`src/rtl/ifetch_pkg.sv`:
```
// Shared widths, the fetch queue entry type and a PC alignment helper for the
// instruction fetch front end.
package ifetch_pkg;

    localparam int ADDR_W     = 32;
    localparam int INST_W     = 32;
    localparam int INST_BYTES = 4;

    typedef struct packed {
        logic [ADDR_W-1:0] pc;
        logic [INST_W-1:0] inst;
    } fetch_entry_t;

    function automatic logic [ADDR_W-1:0] word_align(input logic [ADDR_W-1:0] addr);
        return {addr[ADDR_W-1:2], 2'b00};
    endfunction

endpackage

```
`src/rtl/ifetch_unit_fetch_fifo.sv`:
```
// Synchronous queue of fetched {pc, inst} entries with flush. The head is read
// from registered storage, so a push is never visible at the output in the same cycle.
module fetch_fifo
    import ifetch_pkg::*;
#(
    parameter int DEPTH = 4
) (
    input  logic                    clk,
    input  logic                    rst,
    input  logic                    i_flush,
    input  logic                    i_push,
    input  fetch_entry_t            i_push_data,
    input  logic                    i_pop,
    output fetch_entry_t            o_head,
    output logic [$clog2(DEPTH):0]  o_count
);

    localparam int PW = $clog2(DEPTH);
    localparam logic [PW:0] FULL_CNT = (PW+1)'(DEPTH);

    fetch_entry_t    r_mem [DEPTH];
    logic [PW-1:0]   r_wr_ptr;
    logic [PW-1:0]   r_rd_ptr;
    logic [PW:0]     r_count;
    logic            w_do_push;
    logic            w_do_pop;

    // Flush wins over both push and pop in the same cycle.
    assign w_do_push = i_push && !i_flush;
    assign w_do_pop  = i_pop && !i_flush && (r_count != '0);

    always_ff @(posedge clk) begin
        if (w_do_push) begin
            r_mem[r_wr_ptr] <= i_push_data;
        end
    end

    always_ff @(posedge clk or posedge rst) begin
        if (rst) begin
            r_wr_ptr <= '0;
            r_rd_ptr <= '0;
            r_count  <= '0;
        end else if (i_flush) begin
            r_wr_ptr <= '0;
            r_rd_ptr <= '0;
            r_count  <= '0;
        end else begin
            if (w_do_push) r_wr_ptr <= r_wr_ptr + 1'b1;
            if (w_do_pop)  r_rd_ptr <= r_rd_ptr + 1'b1;
            case ({w_do_push, w_do_pop})
                2'b10:   r_count <= r_count + 1'b1;
                2'b01:   r_count <= r_count - 1'b1;
                default: r_count <= r_count;
            endcase
        end
    end

    // The credit scheme upstream must never let a push land on a full queue.
    always_ff @(posedge clk) begin
        if (!rst) begin
            assert (!(w_do_push && !w_do_pop && (r_count == FULL_CNT)));
        end
    end

    assign o_head  = r_mem[r_rd_ptr];
    assign o_count = r_count;

endmodule

```
`src/rtl/ifetch_unit.sv`:
```
// Fetch front end: owns the fetch PC, issues word reads under a credit limit and
// queues returned words with their PCs; a redirect flushes and drops in-flight data.
module ifetch_unit
    import ifetch_pkg::*;
#(
    parameter int                DEPTH    = 4,
    parameter logic [ADDR_W-1:0] RESET_PC = '0
) (
    input  logic              clk,
    input  logic              rst,
    input  logic              redirect_valid,
    input  logic [ADDR_W-1:0] redirect_pc,
    output logic              imem_req_valid,
    input  logic              imem_req_ready,
    output logic [ADDR_W-1:0] imem_req_addr,
    input  logic              imem_rsp_valid,
    input  logic [INST_W-1:0] imem_rsp_data,
    output logic              inst_valid,
    input  logic              inst_ready,
    output logic [INST_W-1:0] inst_data,
    output logic [ADDR_W-1:0] inst_pc
);

    localparam int CW = $clog2(DEPTH) + 1;
    localparam logic [CW:0] DEPTH_C = (CW+1)'(DEPTH);

    logic [ADDR_W-1:0] r_fetch_pc;
    logic [ADDR_W-1:0] r_rsp_pc;
    logic [CW-1:0]     r_outstanding;
    logic [CW-1:0]     r_drop;
    logic [CW-1:0]     w_count;
    logic [CW:0]       w_inflight;
    logic              w_fire;
    logic              w_rsp_keep;
    logic              w_rsp_discard;
    logic              w_pop;
    logic [ADDR_W-1:0] w_redirect_pc;
    fetch_entry_t      w_push_data;
    fetch_entry_t      w_head;

    // Queue slots already used plus slots promised to outstanding reads.
    assign w_inflight     = {1'b0, w_count} + {1'b0, r_outstanding};
    assign imem_req_valid = !rst && !redirect_valid && (w_inflight < DEPTH_C);
    assign imem_req_addr  = r_fetch_pc;
    assign w_fire         = imem_req_valid && imem_req_ready;

    assign w_rsp_keep     = imem_rsp_valid && !redirect_valid && (r_drop == '0);
    assign w_rsp_discard  = imem_rsp_valid && !redirect_valid && (r_drop != '0);

    assign inst_valid     = (w_count != '0) && !redirect_valid;
    assign w_pop          = inst_valid && inst_ready;
    assign w_redirect_pc  = word_align(redirect_pc);
    assign w_push_data    = '{pc: r_rsp_pc, inst: imem_rsp_data};
    assign inst_data      = w_head.inst;
    assign inst_pc        = w_head.pc;

    always_ff @(posedge clk or posedge rst) begin
        if (rst) begin
            r_fetch_pc    <= RESET_PC;
            r_rsp_pc      <= RESET_PC;
            r_outstanding <= '0;
            r_drop        <= '0;
        end else if (redirect_valid) begin
            // Everything still in flight becomes garbage, minus the response landing now.
            r_fetch_pc    <= w_redirect_pc;
            r_rsp_pc      <= w_redirect_pc;
            r_drop        <= r_drop + r_outstanding - {{(CW-1){1'b0}}, imem_rsp_valid};
            r_outstanding <= '0;
        end else begin
            if (w_fire)        r_fetch_pc <= r_fetch_pc + ADDR_W'(INST_BYTES);
            if (w_rsp_keep)    r_rsp_pc   <= r_rsp_pc + ADDR_W'(INST_BYTES);
            if (w_rsp_discard) r_drop     <= r_drop - 1'b1;
            case ({w_fire, w_rsp_keep})
                2'b10:   r_outstanding <= r_outstanding + 1'b1;
                2'b01:   r_outstanding <= r_outstanding - 1'b1;
                default: r_outstanding <= r_outstanding;
            endcase
        end
    end

    fetch_fifo #(
        .DEPTH (DEPTH)
    ) u_fifo (
        .clk         (clk),
        .rst         (rst),
        .i_flush     (redirect_valid),
        .i_push      (w_rsp_keep),
        .i_push_data (w_push_data),
        .i_pop       (w_pop),
        .o_head      (w_head),
        .o_count     (w_count)
    );

endmodule
```
`config.mk`:
```
export PLATFORM = sky130hd
export DESIGN_NAME = ifetch_unit
export DESIGN_NICKNAME = d
export VERILOG_FILES = /design/src/rtl/ifetch_pkg.sv /design/src/rtl/ifetch_unit_fetch_fifo.sv /design/src/rtl/ifetch_unit.sv
export SDC_FILE = /design/constraint.sdc
export NUM_CORES = 1
export LEC_CHECK = 0
export CAP_MARGIN = 20
export CORE_MARGIN = 1.5
export CORE_UTILIZATION = 50
export DETAILED_ROUTE_END_ITERATION = 8
export GPL_ROUTABILITY_DRIVEN = 0
export PLACE_DENSITY = 0.84
export SLEW_MARGIN = 0
export SYNTH_ARGS = -nofsm -noshare
export SYNTH_HDL_FRONTEND = slang
export SYNTH_HIERARCHICAL = 1
export SYNTH_SLANG_ARGS = --single-unit
```
`constraint.sdc`:
```
create_clock -name clk -period 3.65 [get_ports clk]
set_clock_uncertainty 0.1 [all_clocks]
set_input_delay 0.73 -clock clk [delete_from_list [all_inputs] [get_ports clk]]
set_output_delay 0.73 -clock clk [all_outputs]
set_load 0.02 [all_outputs]
```
==> results of run 1 <==
-- cell usage in the layout, fill, tap and decap left out, types with 18 or more instances in the layout --
cell type        count
mux4_2              64
inv_1               18
nand4_1             20
nor2_1              28
dfrtp_1             71
o21ai_0             28
nand3_1             25
nand2_1             57
xnor2_1             25
clkdlybuf4s50_1    162
clkbuf_16           35
edfxtp_1           256
-- kinds of logic (layout without fill, tap and decap cells) --
kind of cell,after synthesis,after routing,synth area share
DFF,329,329,0.692
and+or+nand+nor,212,212,0.0863
AOI/OAI and AO/OA,93,93,0.0440
muxes,76,76,0.114
buffers and inverters,59,266,0.0210
xor gates and xnor gates,41,41,0.0261
adders and majority gates,16,16,0.0162
other,1,10,0.000273
-- worst paths after layout --
kind                                    start           endpoint  cells after the start  slack, ns
min                                 r_drop[2]          r_drop[2]                      1       0.43
max in group asynchronous                 rst       r_rsp_pc[25]                      3       2.28
max                        u_fifo/r_rd_ptr[0]      inst_data[21]                      3       0.17
max reg2reg                         r_drop[0]  u_fifo/o_count[2]                      9       0.93
min reg2reg                         r_drop[2]          r_drop[2]                      1       0.43
min in group asynchronous                 rst   r_outstanding[1]                      2       0.46
-- power breakdown --
group | internal (mW) | switching, mW | total [mW]
combinational | 0.398 | 0.420 | 0.818
clock | 1.97 | 1.38 | 3.35
sequential | 4.20 | 0.183 | 4.38
total | 6.57 | 1.98 | 8.55
-- synthesized netlist by cell type, types with 4 or more instances --
master | number | area share
buf_2 | 15 | 0.0055
ha_1 | 13 | 0.012
xor2_1 | 16 | 0.010
nor4_1 | 4 | 0.0018
clkbuf_1 | 13 | 0.0035
nand3_1 | 25 | 0.0091
and2_1 | 10 | 0.0045
and4_1 | 8 | 0.0051
inv_1 | 19 | 0.0052
o21ai_0 | 28 | 0.010
edfxtp_1 | 256 | 0.56
a21oi_1 | 10 | 0.0036
mux2i_1 | 4 | 0.0029
nor2_1 | 28 | 0.0076
o311ai_1 | 8 | 0.0051
nor3_1 | 17 | 0.0062
nand4_1 | 20 | 0.0091
mux2_2 | 8 | 0.0066
xnor2_1 | 25 | 0.016
o211ai_1 | 10 | 0.0055
mux4_2 | 64 | 0.10
nand2_1 | 57 | 0.016
a31oi_1 | 5 | 0.0023
dfrtp_1 | 73 | 0.13
or4_1 | 4 | 0.0022
o21ai_1 | 12 | 0.0044
buf_6 | 5 | 0.0041
and3_1 | 12 | 0.0055
-- sequential cells by signal, indices dropped and copies added (netlist names) --
register	cells
imem_req_addr	30
r_drop	3
r_outstanding	3
r_rsp_pc	30
u_fifo/o_count	3
u_fifo/r_mem	256
u_fifo/r_rd_ptr	2
u_fifo/r_wr_ptr	2
-- metrics by stage --
stage / cell area [um^2] / cells / utilization / power, mW / hold WS (ns)
final: 17000 / 1384 / 0.630 / 8.55 / 0.427
after global routing: 17000 / 1384 / 0.630 / 8.88 / 0.438
after CTS: 17000 / 1384 / 0.630 / 8.63 / 0.418
after detailed placement: 15900 / 1321 / 0.590 / 5.27 / 0.409
after global placement: 15900 / 1321 / 0.590 / 5.24 / 0.395
after floorplan: 13800 / 836 / - / 4.89 / 0.377
-- final cells by class --
class	instances	area, um^2	area share
sequential	329	9520	0.561
clock inverter	14	141	0.00833
clock buffer	49	948	0.0559
inverter	20	75.1	0.00442
multi-input combinational	448	3990	0.235
timing repair buffer	183	1880	0.111
tap	341	427	0.0251
-- per-layer routing --
layer / global-route usage / routed length [um] / up-vias
met5: 0 / 0 / -
met4: 0.0520 / 391 / 0
met3: 0.0404 / 2260 / 39
met2: 0.335 / 13700 / 410
met1: 0.275 / 11700 / 4018
li1: - / - / 3621
-- worst max-delay path, stage by stage, from the launching register on --
cell	delay, ns
dfrtp_4	0.73
buf_12	0.28
mux4_2	0.54
clkdlybuf4s50_1	0.57
==> run_results.csv, run 1 <==
group,metric,value,unit
timing,post-route-min-period,3.48,ns
timing,finalSetupTns,0,ns
die,die_w,169,um
die,io_pins,168,
setup_path,worstSetupPathType,"flop to output pin",
routing,post-route-drc-count,0,
cells_and_area,drive_gt1_frac,0.158,
timing,layout_setup_ws,0.175,ns
clocking,clk_latency,0.50,ns
logic_synthesis,synth_edf_count,256,
power_and_ir_drop,power_density,504,nW/um^2
logic_synthesis,yosys_warnings,6,
clocking,clockBufferDepth,3,
logic_synthesis,netlist_area,13800,um^2
setup_path,crit_fanout,24,
logic_synthesis,synth_cells,827,
place,io_buffers,163,
power_and_ir_drop,ir_drop,0.335,mV
min_path,hold_class,"flop to flop",
logic_synthesis,syn_avg_cell_area,16.6,um^2
clocking,cts_setup_buffers,0,
place,dpl_worst_slack,0.360,ns
place,dp_hpwl,17700,um
timing,setup_violations,0,
cells_and_area,num_antenna_cells,0,
routing,vias_per_cell,5.84,
routing,postRouteAntennaNets,0,
grt,grt_max_degree,65,
die,die_y,169,um
timing,slew_headroom,0.417,
clocking,holdBufCountCts,0,
die,rows,60,
clocking,clk_pin_slew,0.06,ns
clocking,h-tree-depth,2,
cells_and_area,fin_nets,1103,
grt,grt_use_total,0.202,
status,status,"completed",
clocking,cts_tree,"built",
clocking,cts_made_buffers,35,
timing,final-hold-violation-count,0,
routing,drtPass1Iterations,5,
routing,routedWlPerCell,20.3,um
routing,drt-total-wl,28100,um
run,max-cap-violations,0,
die,die_area,28500,um^2
routing,drt_iter0_drc,695,
clocking,cts.sinks,329,
grt,grt_pass1_vias,8264,
setup_path,critical_path_arrival,2.65,ns
power_and_ir_drop,p_leak,5.73,nW
setup_path,cp-start-kind,"flop",
cells_and_area,n_fill_cell,1863,
cells_and_area,areaGrowthSynthToFinish,23.4,%
timing,max_freq,288,MHz
routing,vias,8088,
logic_synthesis,async_flop_share,0.222,
grt,grt_first_pass_wirelength,44800,um
die,coreArea,27000,um^2
die,start_util,0.510,
clocking,ctsResizeCount,0,
timing,maxSlewViolCount,0,
grt,antenna_found_initial,0,
logic_synthesis,synth_ff_type,"edfxtp_1",
timing,period_share,0.952,
setup_path,critPathCaptureType,"output pin",
clocking,cts_root_buf,"clkbuf_16",
setup_path,worst-endpoint-required,2.82,ns
logic_synthesis,ys_seq_area_frac,0.692,
timing,rsz0062_at_grt,"false",
logic_synthesis,ys_seq_elements,329,
grt,grt_remaining_overflow,0,
logic_synthesis,synthDistinctLibCells,68,
timing,worst_pin_slew,0.871,ns
Note: power is estimated with default switching activity, not from simulation.
==> run 2, diff against run 1 <==
--- a/config.mk
+++ b/config.mk
@@ -11,8 +11,7 @@
 export DETAILED_ROUTE_END_ITERATION = 8
 export GPL_ROUTABILITY_DRIVEN = 0
 export PLACE_DENSITY = 0.84
-export SLEW_MARGIN = 0
+export SLEW_MARGIN = 20
 export SYNTH_ARGS = -nofsm -noshare
 export SYNTH_HDL_FRONTEND = slang
-export SYNTH_HIERARCHICAL = 1
 export SYNTH_SLANG_ARGS = --single-unit
==> run 2 against run 1 <==
Clock power about the same. Sequential share of layout area barely moved. Largest power group unchanged. Design area shrank 2.5%. Power rose by 9.9%. Die area decreased by 3.3%. Critical path depth unchanged. Synthesized cell count decreased by 6.2%. Utilization rose by 0.52 points. Via count decreased by 3.7%. Routed wire length down 1.4%.
==> run_results.csv, run 2 <==
group,metric,value,unit
status,status,"completed",
logic_synthesis,ys_seq_elements,321,
timing,period_share,0.952,
logic_synthesis,yosys.area_share.simple,0.0844,
logic_synthesis,synth_compound_area_frac,0.0304,
logic_synthesis,synth_cells,776,
routing,vias_per_cell,5.90,
routing,vias,7789,
setup_path,r2r_slack,1.05,ns
logic_synthesis,async_flop_share,0.227,
logic_synthesis,syn_avg_cell_area,17.1,um^2
routing,post-route-drc-count,0,
grt,grt_max_degree,59,
clocking,holdBufCountCts,0,
routing,drtPass1Iterations,5,
routing,drt_iter0_drc,747,
cells_and_area,layout_commonest_cell,"edfxtp_1",
die,coreArea,26100,um^2
logic_synthesis,synth_top_cell_area_share,0.560,
place,io_buffers,161,
min_path,hold_class,"flop to flop",
logic_synthesis,synthDistinctLibCells,57,
cells_and_area,multi_input_area,3820,um^2
logic_synthesis,yosys.area_share.adder,0.0168,
clocking,clk_latency,0.51,ns
grt,antenna_found_initial,0,
timing,setup_violations,0,
logic_synthesis,synth_area_leader_cell,"edfxtp_1",
setup_path,worstSetupPathType,"flop to output pin",
setup_path,critical_path_arrival,2.64,ns
cells_and_area,num_antenna_cells,0,
clocking,h-tree-depth,2,
clocking,cts_made_buffers,34,
cells_and_area,fin_nets,1046,
cells_and_area,drive_gt1_frac,0.176,
logic_synthesis,synth_edf_count,248,
cells_and_area,areaGrowthSynthToFinish,24.5,%
place,place_inst,1259,
run,max-cap-violations,0,
power_and_ir_drop,ir_drop,0.402,mV
clocking,cts_tree,"built",
grt,use_met3,0.0307,
die,die_area,27600,um^2
timing,maxSlewViolCount,0,
die,die_y,166,um
clocking,clk_pin_slew,0.06,ns
clocking,ctsResizeCount,0,
grt,met2_usage,0.335,
grt,grt_first_pass_wirelength,44500,um
die,io_pins,168,
die,start_util,0.510,
power_and_ir_drop,p_leak,5.62,nW
setup_path,crit_fanout,19,
cells_and_area,seqCellArea,9280,um^2
cells_and_area,layout_common_cells,"248 x edfxtp_1, 160 x clkdlybuf4s50_1, 71 x dfrtp_1, 62 x mux4_2, 49 x nand2_1",
logic_synthesis,synth_area_leaders,"edfxtp_1 56%, dfrtp_1 14%, mux4_2 11%, mux2_2 1.6%, xor2_1 1.6%",
setup_path,worst-endpoint-required,2.82,ns
place,dp_hpwl,17900,um
timing,rsz0062_at_grt,"false",
grt,grt.busiest_layer,"met2",
power_and_ir_drop,power_density,568,nW/um^2
grt,grt_pass1_vias,7955,
timing,post-route-min-period,3.47,ns
grt,grt_remaining_overflow,0,
grt,grtUsageMet1,0.290,
logic_synthesis,synth-xor-area-share,0.0310,
logic_synthesis,ys_seq_area_frac,0.698,
timing,final-hold-violation-count,0,
setup_path,critPathCaptureType,"output pin",
timing,max_freq,288,MHz
clocking,cts_setup_buffers,0,
routing,drt-total-wl,27700,um
timing,finalSetupTns,0,ns
clocking,cts.sinks,321,
cells_and_area,largest-register,"u_fifo.r_mem",
die,rows,59,
cells_and_area,n_fill_cell,1809,
logic_synthesis,synth.most_common_cell,"edfxtp_1",
timing,worst_pin_slew,0.799,ns
logic_synthesis,netlist_area,13300,um^2
cells_and_area,largest_reg_flops,248,
routing,routedWlPerCell,20.9,um
cells_and_area,fin_util,0.635,
timing,slew_headroom,0.464,
routing,postRouteAntennaNets,0,
die,die_w,166,um
logic_synthesis,yosys_warnings,0,
clocking,cts_root_buf,"clkbuf_16",
logic_synthesis,muxShareOfSynthArea,0.123,
logic_synthesis,synth_top_family_by_area,"multiplexers",
clocking,clockBufferDepth,3,
cells_and_area,fin_cells,1321,
grt,grt_use_total,0.206,
setup_path,cp-start-kind,"flop",
logic_synthesis,synth_ff_type,"edfxtp_1",
logic_synthesis,synth_common_cells,"248 x edfxtp_1, 73 x dfrtp_1, 62 x mux4_2, 49 x nand2_1, 36 x nand3_1",
run 2: critical path: stages (launching register included):
cell and delay [ns]:
dfrtp_4 0.66, buf_4 0.33, mux4_2 0.53, clkdlybuf4s50_1 0.60
run 2: final timing paths:
| path | from | to | depth (start not counted) |
|---|---|---|---|
| worst max-delay path | u_fifo.r_rd_ptr[0] | inst_pc[17] | 3 |
| worst min-delay path | r_rsp_pc[31] | u_fifo.r_mem[3][63] | 0 |
| worst max register to register | r_drop[0] | u_fifo.o_count[2] | 9 |
| worst min register to register | r_rsp_pc[31] | u_fifo.r_mem[3][63] | 0 |
| max in group asynchronous | rst | r_rsp_pc[10] | 3 |
| min in group asynchronous | rst | r_outstanding[2] | 2 |
run 2: power breakdown:
| group | leakage, nW | internal (mW) | switching, mW | total [mW] |
|---|---|---|---|---|
| logic | 1.96 | 0.865 | 0.807 | 1.67 |
| registers | 3.12 | 4.15 | 0.220 | 4.37 |
| clock network | 0.535 | 2.02 | 1.34 | 3.36 |
run 2: layout make-up:
cell class | count | share of cell area
Timing Repair Buffer | 181 | 0.114
Sequential cell | 321 | 0.561
Clock buffer | 47 | 0.0588
Tap cell | 335 | 0.0253
Clock inverter | 15 | 0.00801
Multi-Input combinational cell | 410 | 0.231
Inverter | 12 | 0.00272
run 2: routing by layer:
layer	up-vias	routed length [um]
li1	3424	-
met1	3995	11800
met2	319	13500
met3	51	1750
met4	0	635
met5	-	0
run 2: through the flow:
step                setup WS [ns]  hold slack, ns  total power [mW]  cell area, um^2
global placement            0.536           0.412              6.09            15400
finish                      0.176           0.439              9.40            16600
CTS                         0.106           0.431              9.49            16600
global route               0.0330           0.458              9.76            16600
detailed placement          0.463           0.423              6.13            15400
floorplan                   0.220           0.376              5.40            13300
run 2: cells by family after synthesis:
group / Yosys count
adder cells (fa/ha/maj): 16
AO/OA/AOI/OAI: 63
XOR/XNOR: 47
AND/OR/NAND/NOR: 196
buffers and inverters: 48
multiplexers: 84
flip-flops: 321
other: 1
